## config.mk

```make
export PLATFORM = sky130hd
export DESIGN_NAME = audio_frame_sequencer
export DESIGN_NICKNAME = d
export VERILOG_FILES = /design/src/rtl/audio_frame_sequencer.sv
export SDC_FILE = /design/constraint.sdc
export NUM_CORES = 1
export LEC_CHECK = 0
export CORE_MARGIN = 4
export CORE_UTILIZATION = 42
export CTS_CLUSTER_SIZE = 16
export DETAILED_ROUTE_END_ITERATION = 6
export GPL_TIMING_DRIVEN = 0
export PLACE_DENSITY_LB_ADDON = 0.2
export SLEW_MARGIN = 20
export SYNTH_ARGS = -nofsm -noshare
export SYNTH_HDL_FRONTEND = slang
export SYNTH_SLANG_ARGS = --single-unit
```

## constraint.sdc

```tcl
create_clock -name clk_100 -period 2.25 [get_ports clk_100]
set_input_delay 0.45 -clock clk_100 [delete_from_list [all_inputs] [get_ports clk_100]]
set_output_delay 0.45 -clock clk_100 [all_outputs]
set_load 0.05 [all_outputs]
```

## src/rtl/audio_frame_sequencer.sv

```systemverilog
// audio_frame_sequencer
//   Frame sequencer for the PSG channels. Divides clk_100 down to the 512 Hz
//   frame rate, walks the 8-step frame sequence, and emits length / sweep /
//   envelope tick pulses. It owns the per-channel active flags (NR52[3:0]) and
//   the channel restart and reset strobes.
//
//   Optional feature macro: AUDIO_SEQ_LENGTH_EN
//     defined   - per-channel length counters (ch1/2/4: max 64, ch3: max 256)
//     undefined - no counters; len_load/len_en/len1..len4 are ignored and
//                 ch_active is set by trig, cleared by master_en=0 / dac3_en=0
//
//   Ports
//     clk_100     single clock
//     reset       synchronous, active-high
//     master_en   NR52[7]; low forces divider, step, ticks, counters, flags to 0
//     trig[3:0]   per-channel trigger pulses (bit0 = ch1 .. bit3 = ch4)
//     len_load    per-channel length-field write pulses
//     len_en      per-channel length enable
//     len1/2/4    6-bit length fields, len3 8-bit length field
//     dac3_en     NR30[7]; low keeps channel 3 inactive
//     step        current frame step
//     len_tick / sweep_tick / env_tick   one-cycle frame tick pulses
//     ch_restart  one-cycle restart pulses, one cycle after ch_active rises
//     ch_active   NR52[3:0] readback
//     ch_reset    ~ch_active, holds an idle channel datapath in reset
module audio_frame_sequencer #(
  parameter int FRAME_DIV = 195312,
  parameter int DIV_W     = 18
) (
  input  logic       clk_100,
  input  logic       reset,
  input  logic       master_en,
  input  logic [3:0] trig,
  input  logic [3:0] len_load,
  input  logic [3:0] len_en,
  input  logic [5:0] len1,
  input  logic [5:0] len2,
  input  logic [7:0] len3,
  input  logic [5:0] len4,
  input  logic       dac3_en,
  output logic [2:0] step,
  output logic       len_tick,
  output logic       sweep_tick,
  output logic       env_tick,
  output logic [3:0] ch_restart,
  output logic [3:0] ch_active,
  output logic [3:0] ch_reset
);

  localparam logic [DIV_W-1:0] DIV_LAST = DIV_W'(FRAME_DIV - 1);

  logic [DIV_W-1:0] div_q, div_d;
  logic [2:0]       step_q, step_d;
  logic             frame_evt;
  logic             len_tick_q, len_tick_d;
  logic             sweep_tick_q, sweep_tick_d;
  logic             env_tick_q, env_tick_d;
  logic [3:0]       restart_pend_q, restart_pend_d;
  logic [3:0]       ch_restart_q, ch_restart_d;
  logic [3:0]       ch_active_q, ch_active_d;
  logic [3:0]       ch_reset_q, ch_reset_d;

`ifdef AUDIO_SEQ_LENGTH_EN
  localparam logic [8:0] LEN_MAX [4] = '{9'd64, 9'd64, 9'd256, 9'd64};
  logic [8:0] len_field [4];
  logic [8:0] len_cnt_q [4];
  logic [8:0] len_cnt_d [4];

  always_comb begin
    len_field[0] = {3'b000, len1};
    len_field[1] = {3'b000, len2};
    len_field[2] = {1'b0, len3};
    len_field[3] = {3'b000, len4};
  end
`else
  logic len_inputs_unused;
  assign len_inputs_unused = ^{len_load, len_en, len1, len2, len3, len4};
`endif

  // Divider, step and tick decode (ticks decode the post-increment step).
  always_comb begin
    div_d  = div_q;
    step_d = step_q;
    frame_evt = master_en && (div_q == DIV_LAST);
    if (!master_en) begin
      div_d  = '0;
      step_d = '0;
    end else if (frame_evt) begin
      div_d  = '0;
      step_d = step_q + 3'd1;
    end else begin
      div_d = div_q + 1'b1;
    end
    len_tick_d   = frame_evt && !step_d[0];
    sweep_tick_d = frame_evt && (step_d[1:0] == 2'b10);
    env_tick_d   = frame_evt && (step_d == 3'd7);
  end

  // Channel state. Priority per channel: master_en=0 > len_load > trig > tick.
  // A trig in the same cycle as a length load applies to the loaded value.
  always_comb begin
    ch_active_d = ch_active_q;
`ifdef AUDIO_SEQ_LENGTH_EN
    for (int unsigned i = 0; i < 4; i++) len_cnt_d[i] = len_cnt_q[i];
`endif
    for (int unsigned i = 0; i < 4; i++) begin
      if (!master_en) begin
        ch_active_d[i] = 1'b0;
`ifdef AUDIO_SEQ_LENGTH_EN
        len_cnt_d[i] = '0;
`endif
      end else begin
`ifdef AUDIO_SEQ_LENGTH_EN
        if (len_load[i]) len_cnt_d[i] = LEN_MAX[i] - len_field[i];
`endif
        if (trig[i]) begin
          ch_active_d[i] = 1'b1;
`ifdef AUDIO_SEQ_LENGTH_EN
          if (len_cnt_d[i] == '0) len_cnt_d[i] = LEN_MAX[i];
        end else if (!len_load[i] && len_tick_d && len_en[i] &&
                     (len_cnt_q[i] != '0)) begin
          len_cnt_d[i] = len_cnt_q[i] - 9'd1;
          if (len_cnt_q[i] == 9'd1) ch_active_d[i] = 1'b0;
`endif
        end
      end
    end
`ifdef AUDIO_SEQ_LENGTH_EN
    // Channels 1, 2 and 4 never exceed 64: keep them 7 bits wide.
    for (int unsigned i = 0; i < 4; i++) begin
      if (i != 2) len_cnt_d[i][8:7] = '0;
    end
`endif
    if (!dac3_en) ch_active_d[2] = 1'b0;
    // Restart is staged one cycle behind the active flag so a reset in the
    // following cycle can still cancel it.
    restart_pend_d = trig & ch_active_d;
    ch_restart_d   = restart_pend_q;
    ch_reset_d     = ~ch_active_d;
  end

  always_ff @(posedge clk_100) begin
    if (reset) begin
      div_q          <= '0;
      step_q         <= '0;
      len_tick_q     <= 1'b0;
      sweep_tick_q   <= 1'b0;
      env_tick_q     <= 1'b0;
      restart_pend_q <= '0;
      ch_restart_q   <= '0;
      ch_active_q    <= '0;
      ch_reset_q     <= '1;
`ifdef AUDIO_SEQ_LENGTH_EN
      for (int unsigned i = 0; i < 4; i++) len_cnt_q[i] <= '0;
`endif
    end else begin
      div_q          <= div_d;
      step_q         <= step_d;
      len_tick_q     <= len_tick_d;
      sweep_tick_q   <= sweep_tick_d;
      env_tick_q     <= env_tick_d;
      restart_pend_q <= restart_pend_d;
      ch_restart_q   <= ch_restart_d;
      ch_active_q    <= ch_active_d;
      ch_reset_q     <= ch_reset_d;
`ifdef AUDIO_SEQ_LENGTH_EN
      for (int unsigned i = 0; i < 4; i++) len_cnt_q[i] <= len_cnt_d[i];
`endif
    end
  end

  assign step       = step_q;
  assign len_tick   = len_tick_q;
  assign sweep_tick = sweep_tick_q;
  assign env_tick   = env_tick_q;
  assign ch_restart = ch_restart_q;
  assign ch_active  = ch_active_q;
  assign ch_reset   = ch_reset_q;

endmodule

```

* After elaboration in Yosys (flattened, before gate mapping)
Cells that the tools add are included. W data, S select, Z words.
Operators by class: $add $sub $neg 2, eq/ne operators 3, multiplexer cells 11, reduce and logical (&&, ||, !) cells 6, bitwise logic cells 3
Operator list (number):
- $add A18 B1 Y18 const B | 1
- $eq A18 B18 Y1 const B | 1
- $mux W1 | 9
- $mux W3 | 2
- $and A4 B4 Y4 | 1
- $logic_and A1 B1 Y1 | 4
- $not A4 Y4 | 1
- $add A3 B1 Y3 const B | 1
- $eq A3 B3 Y1 const B | 1
- $reduce_or A3 Y1 | 1
- $eq A2 B2 Y1 const B | 1
- $logic_not A1 Y1 | 1
- $not A1 Y1 | 1
Word-level totals: output and inout port bits 18, bits in registers 40, word-level logic and storage cells 34

* Depth between registers and ports, before layout
depth after elaboration 6, depth in mapped cells 6, gate-level depth less buffers 5

* Least setup slack after synthesis
No wires, ideal clock.
path kind reg2reg, start register div_q[0], end register div_q[16], stages on the path, launching flop included 7, data arrival time 1.612 ns, clock period less this slack 1.727 ns, setup time 0.115 ns, setup slack 0.523 ns, cell sequence dfxtp_1 -> ha_1 -> nand3_2 -> or3_4 -> o21ai_2 -> buf_4 -> nor2_1
Between the ends: cells in the longest elaborated chain, start to end 3, elaborated cells on any way between the ends 4
Ends and longest elaborated chain:
- start, declared | line 52 | logic [DIV_W-1:0] div_q, div_d;
- start signal, assigned | line 157 | div_q <= div_d;
- branches (longest 3 deep; another with $add A18 B1 Y18)
Parallel ways; which one is timed is not known. A chain may end at the register's enable or synchronous reset.

* Worst setup path after layout
start register step_q[0] (netlist: step[0]), end output port step[0]
RTL lines:
- start, declared | line 53 | logic [2:0] step_q, step_d;
- start signal, assigned | line 158 | step_q <= step_d;
- end, declared | line 41 | output logic [2:0] step,
No word-level cell between the ends.

==> flow_summary.ini <==
[job]
drv_cap = 0

[worst_setup_path]
crit_path_start_kind = flop
cp_data_required_time_ns = 1.80
cp_cell_sequence = clkdlybuf4s50_1
cp-end-kind = output port
worstReg2RegStart = div_q[0]
cp_top_family = buffers and inverters
worst_r2r_path_depth = 6
worstSetupPathType = reg -> out
cp.arrival_ns = 1.67
cp_slowest_cell = clkdlybuf4s50_1
regToRegSetupSlack_ns = 0.22
slowest_delay_ns = 0.86
rr_endpoint = div_q[16]
crit_buf_inv = 1
worstPathMaxFanout = 6

[detailed_routing]
drcViolationCount = 0
routed_wl_um = 2860
via_count = 1122
dr.pass1.iters = 4
viasPerCell = 4.94
wl_per_cell_um = 12.6
ant_nets = 0
first_iter_violations = 53

[logic_synthesis]
netlist.area_leader.share_pct = 54.0
synth_cell_type_count = 34
synth_cells = 148
avgSynthCellArea_um2 = 10.0
yosysMostFrequentCell = dfxtp_1
synthFlopType = dfxtp_1
synth_edf_count = 0
synth_area_leaders = dfxtp_1, xnor2_1, nor2_1, nor2b_1, xor2_1
synthTopCellsByCount = dfxtp_1, nor2_1, xnor2_1
ys_warn_count = 0
async_reset_ff_share_pct = 0
seq_area_frac_synth_pct = 54.0
synth_fp_nets = 192
ys_ff_latch = 40
syn_area_um2 = 1480
yosys.area.top_type = dfxtp_1

[final_layout]
antenna_cells = 0
drive_above_1_share_pct = 9.94
fill_cells = 334
fin_nets = 224
synthToLayoutAreaGrowth_pct = 26.4
final_cells = 227

[power]
power_mw = 1.29
p_sw_share_pct = 23.3
leakage_nw = 0.665
power_frac_clock_pct = 37.5
power_density_nw_per_um2 = 687
max-vdd-ir-drop_uv = 384
power_frac_seq_pct = 56.3
switchingPower_mw = 0.300
combPwrFrac_pct = 6.2
internal_power_mw = 0.989

[sta]
hold_ws_ns = 0.448
worst_pin_slew_ns = 0.538
fmax_mhz = 471
setup_slack_ns = 0.128
timing.final.max_slew_violations = 0
fin_setup_tns_ns = 0
rsz0062_at_grt = no
fin_crit_sh_pct = 94.3
hold_viol_final = 0
slew_headroom_pct = 63.8
setup_viol = 0
finClkSkew_ns = 0.0101
min_period_ns = 2.12

[cts]
cts.htree.levels = 2
ctsHoldBuffers = 0
clk_pin_slew_ns = 0.13
postCtsSetupRepairBufs = 0
cts_tree = yes
clock-sinks = 40
clock_path_buffers = 2
cts_resized = 0
clk_latency_ns = 0.35
numCtsBuffers = 5
root_buffer = clkbuf_4

[placement]
port_buffers = 25
place_hpwl_um = 2170
place.gp.congestion = 0.741
pre_cts_slack_ns = -0.0368
place_inst = 219

[floorplanning]
die-area_um2 = 4540
row_count = 21
initial_utilization_pct = 44.1
core_area_um2 = 3360
io-pin-count = 60
die_y_um = 67.4
die_width_um = 67.4

[grt]
grt_pass1_vias = 1092
grt_usage_pct = 14.2
antenna_found_initial = 0
grt_pass1_wl_um = 4690
grt_max_degree = 15
grt.overflow.total = 0

[hold_path]
hold_path_end = ch_restart[2]
hold_path_class = reg -> reg
hold_depth = 1
hp-start = ch_restart_d[2]

[outcome]
outcome = complete, no violations
==> layout make-up <==
cell class              count  area (µm²)  share of cell area, %
plain buffers               2        11.3                  0.601
clock buffers               5        37.5                   2.00
clock inverters             3        46.3                   2.47
inverters                   9        33.8                   1.80
multi-input cells          97         637                   34.0
flip-flops and latches     40         801                   42.7
well taps                  46        57.6                   3.07
repair buffers             25         250                   13.4
==> cell families after synthesis <==
| logic type | after synthesis | share of synthesized area, % |
|---|---|---|
| buf+inv | 11 | 3.04 |
| fa+ha+maj | 2 | 1.69 |
| xor+xnor | 16 | 9.45 |
| mux | 1 | 0.675 |
| compound gates | 11 | 4.89 |
| simple gates | 67 | 26.2 |
| flops | 40 | 54.0 |
==> power groups by stage <==
stage	Combinational, mW	Clock (mW)	Sequential (mW)
final	0.0796	0.483	0.725
after global routing	0.0848	0.526	0.727
after CTS	0.0805	0.493	0.726
after detailed placement	0.0801	0	0.742
after global placement	0.0789	0	0.741
after floorplan	0.0164	0	0.768
==> layer usage <==
layer / GRT usage, % / wire length, µm / vias to the layer above
li1: - / - / 571
met1: 15.2 / 1220 / 529
met2: 23.3 / 1470 / 18
met3: 6.66 / 130 / 4
met4: 7.09 / 33 / 0
met5: 0 / 0 / -
==> state kept, by name, summed over array words and instances, names as in the netlist <==
| name | cells |
|---|---|
| env_tick | 1 |
| step | 3 |
| ch_restart_d | 4 |
| div_q | 18 |
| ch_reset | 4 |
| sweep_tick | 1 |
| ch_active | 4 |
| ch_restart | 4 |
| len_tick | 1 |
==> metrics by stage <==
| stage | area [µm²] | util [%] |
|---|---|---|
| 2_1_floorplan | 1480 | - |
| 3_3_place_gp | 1790 | 53.2 |
| 3_5_place_dp | 1790 | 53.2 |
| 4_1_cts | 1870 | 55.7 |
| 5_1_grt | 1870 | 55.7 |
| 6_report | 1870 | 55.7 |
==> placed cells by master (no fill, tap or decap), drive strengths merged, types with 4 or more instances in the layout <==
master,netlist,final
dfxtp,40,40
clkdlybuf4s50,0,25
nor2,18,18
xnor2,12,12
inv,9,10
nand4,7,7
nor2b,6,6
nand2,6,6
nand3,6,6
o21ai,6,6
clkbuf,1,6
nor3,5,5
nor4,5,5
xor2,4,4
==> worst max-delay path by stage <==
stage | startpoint | to | cells after the start
after floorplan | div_q[0] | div_q[16] | 6
after global placement | master_en | env_tick | 5
after detailed placement | master_en | env_tick | 5
after CTS | step[0] | step[0] | 1
after global routing | step[0] | step[0] | 1
final | step[0] | step[0] | 1
No activity file was read; power rests on OpenSTA's default activity.
